File: src/rtl/fetch_unit_if.sv
// Bus between the fetch stage and its neighbours: execute redirects, the
// program_memory req/ack port and the decode-facing instruction stream.
interface fetch_unit_if #(
    parameter int XLEN = 32
) ();
    logic            i_redirect;
    logic [XLEN-1:0] i_redirect_pc;
    logic            i_dec_ready;
    logic            i_inst_ack;
    logic [XLEN-1:0] i_inst_received;
    logic            o_inst_req;
    logic [XLEN-1:0] o_inst_addr;
    logic            o_valid;
    logic [XLEN-1:0] o_inst;
    logic [XLEN-1:0] o_pc;
    logic [1:0]      dbg_state;

    // Memory port: a transfer completes on a rising edge with o_inst_req=1 and
    // i_inst_ack=1; o_inst_req/o_inst_addr stay constant until that edge.
    // Decode port: the head entry is consumed on a rising edge with
    // o_valid=1 and i_dec_ready=1.
    modport master (
        input  i_redirect, i_redirect_pc, i_dec_ready, i_inst_ack, i_inst_received,
        output o_inst_req, o_inst_addr, o_valid, o_inst, o_pc, dbg_state
    );

    modport slave (
        output i_redirect, i_redirect_pc, i_dec_ready, i_inst_ack, i_inst_received,
        input  o_inst_req, o_inst_addr, o_valid, o_inst, o_pc, dbg_state
    );
endinterface

File: src/rtl/fetch_unit.sv
// Instruction fetch stage: sequential PC generation, program_memory req/ack,
// a small in-order instruction buffer and redirect/flush handling.
module fetch_unit #(
    parameter int              XLEN       = 32,
    parameter logic [XLEN-1:0] RESET_PC   = '0,
    parameter int              FIFO_DEPTH = 2
) (
    input logic          i_clk,
    input logic          i_rst_n,
    fetch_unit_if.master bus
);
    localparam int PTR_W = $clog2(FIFO_DEPTH);
    localparam int CNT_W = PTR_W + 1;
    localparam logic [XLEN-1:0] NOP = XLEN'(32'h0000_0013);

    typedef enum logic [1:0] {
        IDLE = 2'd0,
        REQ  = 2'd1,
        DROP = 2'd2
    } state_t;

    state_t            state;
    logic              inst_req;
    logic [XLEN-1:0]   inst_addr;
    logic [XLEN-1:0]   fetch_pc;
    logic [XLEN-1:0]   drop_target;
    logic [XLEN-1:0]   head_inst;
    logic [XLEN-1:0]   head_pc;
    logic [PTR_W-1:0]  rd_ptr;
    logic [PTR_W-1:0]  wr_ptr;
    logic [CNT_W-1:0]  count;
    logic [XLEN-1:0]   mem_inst [FIFO_DEPTH];
    logic [XLEN-1:0]   mem_pc   [FIFO_DEPTH];

    logic              valid;
    logic              pop;
    logic              ack;
    logic              push;
    logic [XLEN-1:0]   redirect_pc;
    logic [XLEN-1:0]   next_addr;
    logic [CNT_W-1:0]  count_rem;
    logic [CNT_W-1:0]  count_nxt;
    logic [PTR_W-1:0]  rd_nxt;
    logic              room_now;
    logic              room_after;

    assign valid       = (count != '0);
    assign pop         = valid && bus.i_dec_ready;
    assign ack         = inst_req && bus.i_inst_ack;
    assign push        = (state == REQ) && ack && !bus.i_redirect;
    assign redirect_pc = bus.i_redirect_pc & ~XLEN'(3);
    assign next_addr   = inst_addr + XLEN'(4);
    assign count_rem   = count - CNT_W'(pop);
    assign count_nxt   = count_rem + CNT_W'(push);
    assign rd_nxt      = rd_ptr + PTR_W'(pop);
    // Room is judged after this edge's pop (and push), so a full buffer being
    // drained can refill back-to-back without ever overflowing.
    assign room_now    = count_rem < CNT_W'(FIFO_DEPTH);
    assign room_after  = count_nxt < CNT_W'(FIFO_DEPTH);

    always_ff @(posedge i_clk) begin
        if (push) begin
            mem_inst[wr_ptr] <= bus.i_inst_received;
            mem_pc[wr_ptr]   <= inst_addr;
        end
    end

    always_ff @(posedge i_clk or negedge i_rst_n) begin
        if (!i_rst_n) begin
            state       <= IDLE;
            inst_req    <= 1'b0;
            inst_addr   <= RESET_PC;
            fetch_pc    <= RESET_PC;
            drop_target <= RESET_PC;
            count       <= '0;
            rd_ptr      <= '0;
            wr_ptr      <= '0;
            head_inst   <= NOP;
            head_pc     <= RESET_PC;
        end else begin
            if (bus.i_redirect) begin
                count  <= '0;
                rd_ptr <= '0;
                wr_ptr <= '0;
            end else begin
                count  <= count_nxt;
                rd_ptr <= rd_nxt;
                if (push) wr_ptr <= wr_ptr + PTR_W'(1);
                // Head registers keep the last head value whenever the buffer empties.
                if (count_nxt != '0) begin
                    if (count_rem == '0) begin
                        head_inst <= bus.i_inst_received;
                        head_pc   <= inst_addr;
                    end else begin
                        head_inst <= mem_inst[rd_nxt];
                        head_pc   <= mem_pc[rd_nxt];
                    end
                end
            end

            case (state)
                IDLE: begin
                    if (bus.i_redirect) begin
                        state     <= REQ;
                        inst_req  <= 1'b1;
                        inst_addr <= redirect_pc;
                        fetch_pc  <= redirect_pc;
                    end else if (room_now) begin
                        state     <= REQ;
                        inst_req  <= 1'b1;
                        inst_addr <= fetch_pc;
                    end
                end
                REQ: begin
                    if (ack) begin
                        if (bus.i_redirect) begin
                            inst_addr <= redirect_pc;
                            fetch_pc  <= redirect_pc;
                        end else begin
                            fetch_pc <= next_addr;
                            if (room_after) begin
                                inst_addr <= next_addr;
                            end else begin
                                inst_req <= 1'b0;
                                state    <= IDLE;
                            end
                        end
                    end else if (bus.i_redirect) begin
                        drop_target <= redirect_pc;
                        state       <= DROP;
                    end
                end
                DROP: begin
                    // The discarded response retires the old request; the newest
                    // redirect target wins, even one arriving on this very edge.
                    if (ack) begin
                        state     <= REQ;
                        inst_addr <= bus.i_redirect ? redirect_pc : drop_target;
                        fetch_pc  <= bus.i_redirect ? redirect_pc : drop_target;
                    end else if (bus.i_redirect) begin
                        drop_target <= redirect_pc;
                    end
                end
                default: begin
                    state    <= IDLE;
                    inst_req <= 1'b0;
                end
            endcase
        end
    end

    assign bus.o_inst_req  = inst_req;
    assign bus.o_inst_addr = inst_addr;
    assign bus.o_valid     = valid;
    assign bus.o_inst      = head_inst;
    assign bus.o_pc        = head_pc;
    assign bus.dbg_state   = state;
endmodule

File: src/flat_wrapper.sv
// flat-port wrapper written by rule: the top's interface ports become plain ports
module fetch_unit_flat 
#(
    parameter int              XLEN       = 32,
    parameter logic [XLEN-1:0] RESET_PC   = '0,
    parameter int              FIFO_DEPTH = 2
)
  (i_clk, i_rst_n, bus_i_redirect, bus_i_redirect_pc, bus_i_dec_ready, bus_i_inst_ack, bus_i_inst_received, bus_o_inst_req, bus_o_inst_addr, bus_o_valid, bus_o_inst, bus_o_pc, bus_dbg_state);
  fetch_unit_if #(.XLEN(XLEN)) bus_i ();
  input logic i_clk;
  input logic i_rst_n;
  input wire logic [$bits(bus_i.i_redirect)-1:0] bus_i_redirect;
  input wire logic [$bits(bus_i.i_redirect_pc)-1:0] bus_i_redirect_pc;
  input wire logic [$bits(bus_i.i_dec_ready)-1:0] bus_i_dec_ready;
  input wire logic [$bits(bus_i.i_inst_ack)-1:0] bus_i_inst_ack;
  input wire logic [$bits(bus_i.i_inst_received)-1:0] bus_i_inst_received;
  output wire logic [$bits(bus_i.o_inst_req)-1:0] bus_o_inst_req;
  output wire logic [$bits(bus_i.o_inst_addr)-1:0] bus_o_inst_addr;
  output wire logic [$bits(bus_i.o_valid)-1:0] bus_o_valid;
  output wire logic [$bits(bus_i.o_inst)-1:0] bus_o_inst;
  output wire logic [$bits(bus_i.o_pc)-1:0] bus_o_pc;
  output wire logic [$bits(bus_i.dbg_state)-1:0] bus_dbg_state;
  assign bus_i.i_redirect = bus_i_redirect;
  assign bus_i.i_redirect_pc = bus_i_redirect_pc;
  assign bus_i.i_dec_ready = bus_i_dec_ready;
  assign bus_i.i_inst_ack = bus_i_inst_ack;
  assign bus_i.i_inst_received = bus_i_inst_received;
  assign bus_o_inst_req = bus_i.o_inst_req;
  assign bus_o_inst_addr = bus_i.o_inst_addr;
  assign bus_o_valid = bus_i.o_valid;
  assign bus_o_inst = bus_i.o_inst;
  assign bus_o_pc = bus_i.o_pc;
  assign bus_dbg_state = bus_i.dbg_state;
  fetch_unit #(.XLEN(XLEN), .RESET_PC(RESET_PC), .FIFO_DEPTH(FIFO_DEPTH)) u_core (.i_clk(i_clk), .i_rst_n(i_rst_n), .bus(bus_i));
endmodule
File: config.mk
export PLATFORM = sky130hd
export DESIGN_NAME = fetch_unit_flat
export DESIGN_NICKNAME = d
export VERILOG_FILES = /design/src/rtl/fetch_unit_if.sv /design/src/rtl/fetch_unit.sv /design/src/flat_wrapper.sv
export SDC_FILE = /design/constraint.sdc
export NUM_CORES = 1
export LEC_CHECK = 0
export CAP_MARGIN = 20
export CORE_ASPECT_RATIO = 0.5
export CORE_UTILIZATION = 56
export DETAILED_ROUTE_END_ITERATION = 6
export PLACE_DENSITY = 0.85
export SLEW_MARGIN = 20
export SYNTH_ARGS = -nofsm -noshare
export SYNTH_HDL_FRONTEND = slang
export SYNTH_SLANG_ARGS = --single-unit
File: constraint.sdc
create_clock -name i_clk -period 7.55 [get_ports i_clk]
set_clock_uncertainty 0.1 [all_clocks]
set_input_delay 1.8875 -clock i_clk [delete_from_list [all_inputs] [get_ports i_clk]]
set_output_delay 1.8875 -clock i_clk [all_outputs]
set_load 0.005 [all_outputs]
==> metrics <==
Final Setup Violations=0; Final Instance Count excl. Fillers=1580; CP peak stage delay=1040 ps; R2R setup slack=3770 ps; Detailed Route Iter0 Violations=1112; Worst Setup End Kind=register; status=complete, no violations; Syn Inst Count=1126; Synth async-reset ratio=0.566; first-pass GRT wire length=54.4 mm; Post-Synth Simple-Gate Area=0.0909; Power Internal=4.69 mW; Hold/Removal Path Class=register to register; Worst Min Path Start=u_core.bus.o_inst[14]$_DFFE_PN0P_; initial antenna violation count=0; Avg WL per Cell=21.7 um; Post-CTS Resized=0; clock-pin transition on the worst setup and hold timing paths=70 ps; drt drc=0; crit path launch=bus_i_dec_ready; Pwr Density=476 mW/mm2; Worst Path Required=7860 ps; Cell variety after synth=60; CTS Buf Count=26; Arr. time, crit path=5090 ps; Post-synth EDFFs=128; final WL=34.2 mm; Clock Latency Late Sink=550 ps; largest net degree at the start of global routing=80; Final ANT Viol Nets=0; Starting Density=0.580; 1st-pass router iterations=6; gr usage total=0.277; Max-Cap Viols=0; Reg2Reg Depth=10; Worst R2R Start=u_core.bus.dbg_state[1]$_DFFE_PN0P_; GP Congestion=0.840; worst path cell trace=clkdlybuf4s50_1 -> o21a_1 -> ha_1 -> inv_1 -> ha_1 -> xnor3_1 -> nor2_1 -> or4_2 -> a2111oi_0 -> a211oi_1; PortBufs=166; clock root buffer=clkbuf_16; crit path kind=primary input to register; commonest cells after routing, fill and taps aside=164 x clkdlybuf4s50_1, 164 x dfrtp_1, 128 x edfxtp_1; Adder-Cell Fraction of Synth Area=0.00742; Switching Share=0.396; hold slack final=376 ps; CP Max Fanout=30; Combinational Power Share=0.469; Post-CTS Setup Repair Bufs=0; hpwl dp=20.9 mm; Worst Setup Start Kind=primary input; sequential element share of the synthesized area=0.595; Least-Margin Pin Slew=1120 ps; placed cell count=1531; NetSw=3.08 mW; H-tree depth=1; Top FF cell, synth=dfrtp_1; Nets=1329; vias=10133; Synth Area per Inst=12.0 um2; Fmax achieved=209 MHz; worst-case vdd ir drop=0.282 mV; sequential share of power=0.347; reg-to-reg endpoint=u_core.bus.o_inst_addr[16]$_DFFE_PN0P_; cell leakage power=6.83 nW; main combinational cell family by area after synthesis=compound AO/OA/AOI/OAI gates; Max Slew Vio Count=0; RSZ-0062 raised after global routing=false; clk buf depth=3; gr ovfl total=0; Synth Area in Compound Gates=0.173; period utilization=0.632; synthesized cell area=0.0135 mm2; Min-Delay Endpoint=u_core.bus.o_inst[14]$_DFFE_PN0P_; hold path cells=1; Syn Nets=1203; Worst slew margin=0.249; die area=0.0247 mm2; most used cell, CP=ha_1; clock sinks=295; Seq cells post-synth=295; Setup TNS=0 ps; CTS tree=done; post-DR vias/cell=6.41; Area growth, synth to finish=21.0%; hold buffers post-CTS=0; xor and xnor area share after synthesis=0.0127; IO Count=169; slowest CP cell=or4_2; vias in the first global route=10138; core area=0.0232 mm2; layout cells sized above 1=0.0967; multiplexer share of the synthesized area=0.0906; Die X=221 um; die height=112 um; clock group share of total power=0.183; row cnt=39; fin crit period=4780 ps; Synth Warn #=0; Hold Vio Cnt, Final=0
-- sequential cells by signal, summed over array words and instances (netlist names) --
signal / count
u_core.bus.o_inst_addr: 32
u_core.bus.o_inst_req: 1
u_core.bus.o_inst: 32
u_core.bus.o_pc: 32
u_core.bus.dbg_state: 2
u_core.fetch_pc: 32
u_core.drop_target: 32
u_core.rd_ptr: 1
u_core.mem_inst: 64
u_core.mem_pc: 64
u_core.wr_ptr: 1
u_core.count: 2
-- worst max-delay path, delay by kind of cell --
kind | cells | cell delay [ps]
xor+xnor | 1 | 230
buf+inv | 2 | 470
simple gates | 2 | 1110
fa+ha+maj | 2 | 540
compound gates | 3 | 830
-- worst max-delay path by stage --
| stage | end |
|---|---|
| floorplan | u_core.mem_inst[0][0]$_DFFE_PP_ |
| global placement | u_core.bus.o_inst_addr[25]$_DFFE_PN0P_ |
| detailed placement | u_core.bus.o_inst_addr[16]$_DFFE_PN0P_ |
| CTS | u_core.bus.o_inst_addr[16]$_DFFE_PN0P_ |
| global route | u_core.bus.o_inst_addr[25]$_DFFE_PN0P_ |
| finish | u_core.bus.o_inst_addr[16]$_DFFE_PN0P_ |
-- routing by layer --
metal,global-route usage,routed length [um],up-vias
met5,0,0,-
met2,0.449,16500,464
met3,0.0509,2400,90
met4,0.101,954,0
li1,-,-,4485
met1,0.378,14400,5094
-- cells by family after synthesis --
group	after synthesis
buffers and inverters	101
AOI/OAI and AO/OA	324
xor gates and xnor gates	18
and+or+nand+nor	263
muxes	117
DFF	295
adders and majority gates	8
-- cells in the mapped netlist (8+ instances only) --
library cell  count  area (um2)
o211ai_1          8        60.1
o21a_1            8        60.1
xnor2_1          12         105
a221o_1          16         160
buf_2            12        60.1
mux2i_1          77         771
nor2b_1          17         106
clkbuf_1         69         259
mux2_2           40         450
nor2_1          117         439
nor3_1           11        55.1
o21ai_0          44         220
ha_1              8         100
o31ai_1          16         120
nand3_1          14        70.1
a22o_1           10        87.6
a221oi_1         12         105
a21o_1           66         495
a21oi_1          27         135
a31oi_1          14        87.6
edfxtp_1        128        3840
dfrtp_1         164        4100
a211oi_1         75         563
inv_1            13        48.8
nand2_1          55         206
-- power by group through the flow --
stage	registers (mW)	logic (mW)	clock network, mW
after floorplan	2.57	2.39	0
after CTS	2.68	3.63	1.44
final	2.70	3.64	1.42
after global routing	2.74	3.94	1.51
after detailed placement	2.71	3.59	0
after global placement	2.67	3.43	0
-- final cells by class --
| type | instances | area (um2) |
|---|---|---|
| clock buffers | 35 | 787 |
| inverters | 13 | 48.8 |
| clock inverters | 13 | 140 |
| multi-input cells | 730 | 5100 |
| repair buffers | 186 | 1820 |
| diodes | 1 | 2.50 |
| flip-flops and latches | 295 | 8030 |
| well taps | 307 | 384 |
| fillers | 1550 | 6920 |
-- metrics by stage --
step	setup WS (ps)	total power, mW	cell area, um2	util
after floorplan	1950	4.96	13500	-
after global placement	2380	6.10	15400	0.662
after detailed placement	2270	6.30	15400	0.662
after CTS	2830	7.75	16300	0.702
after global routing	2680	8.20	16300	0.702
final	2770	7.77	16300	0.702
Power figures use the tool's default switching activity.
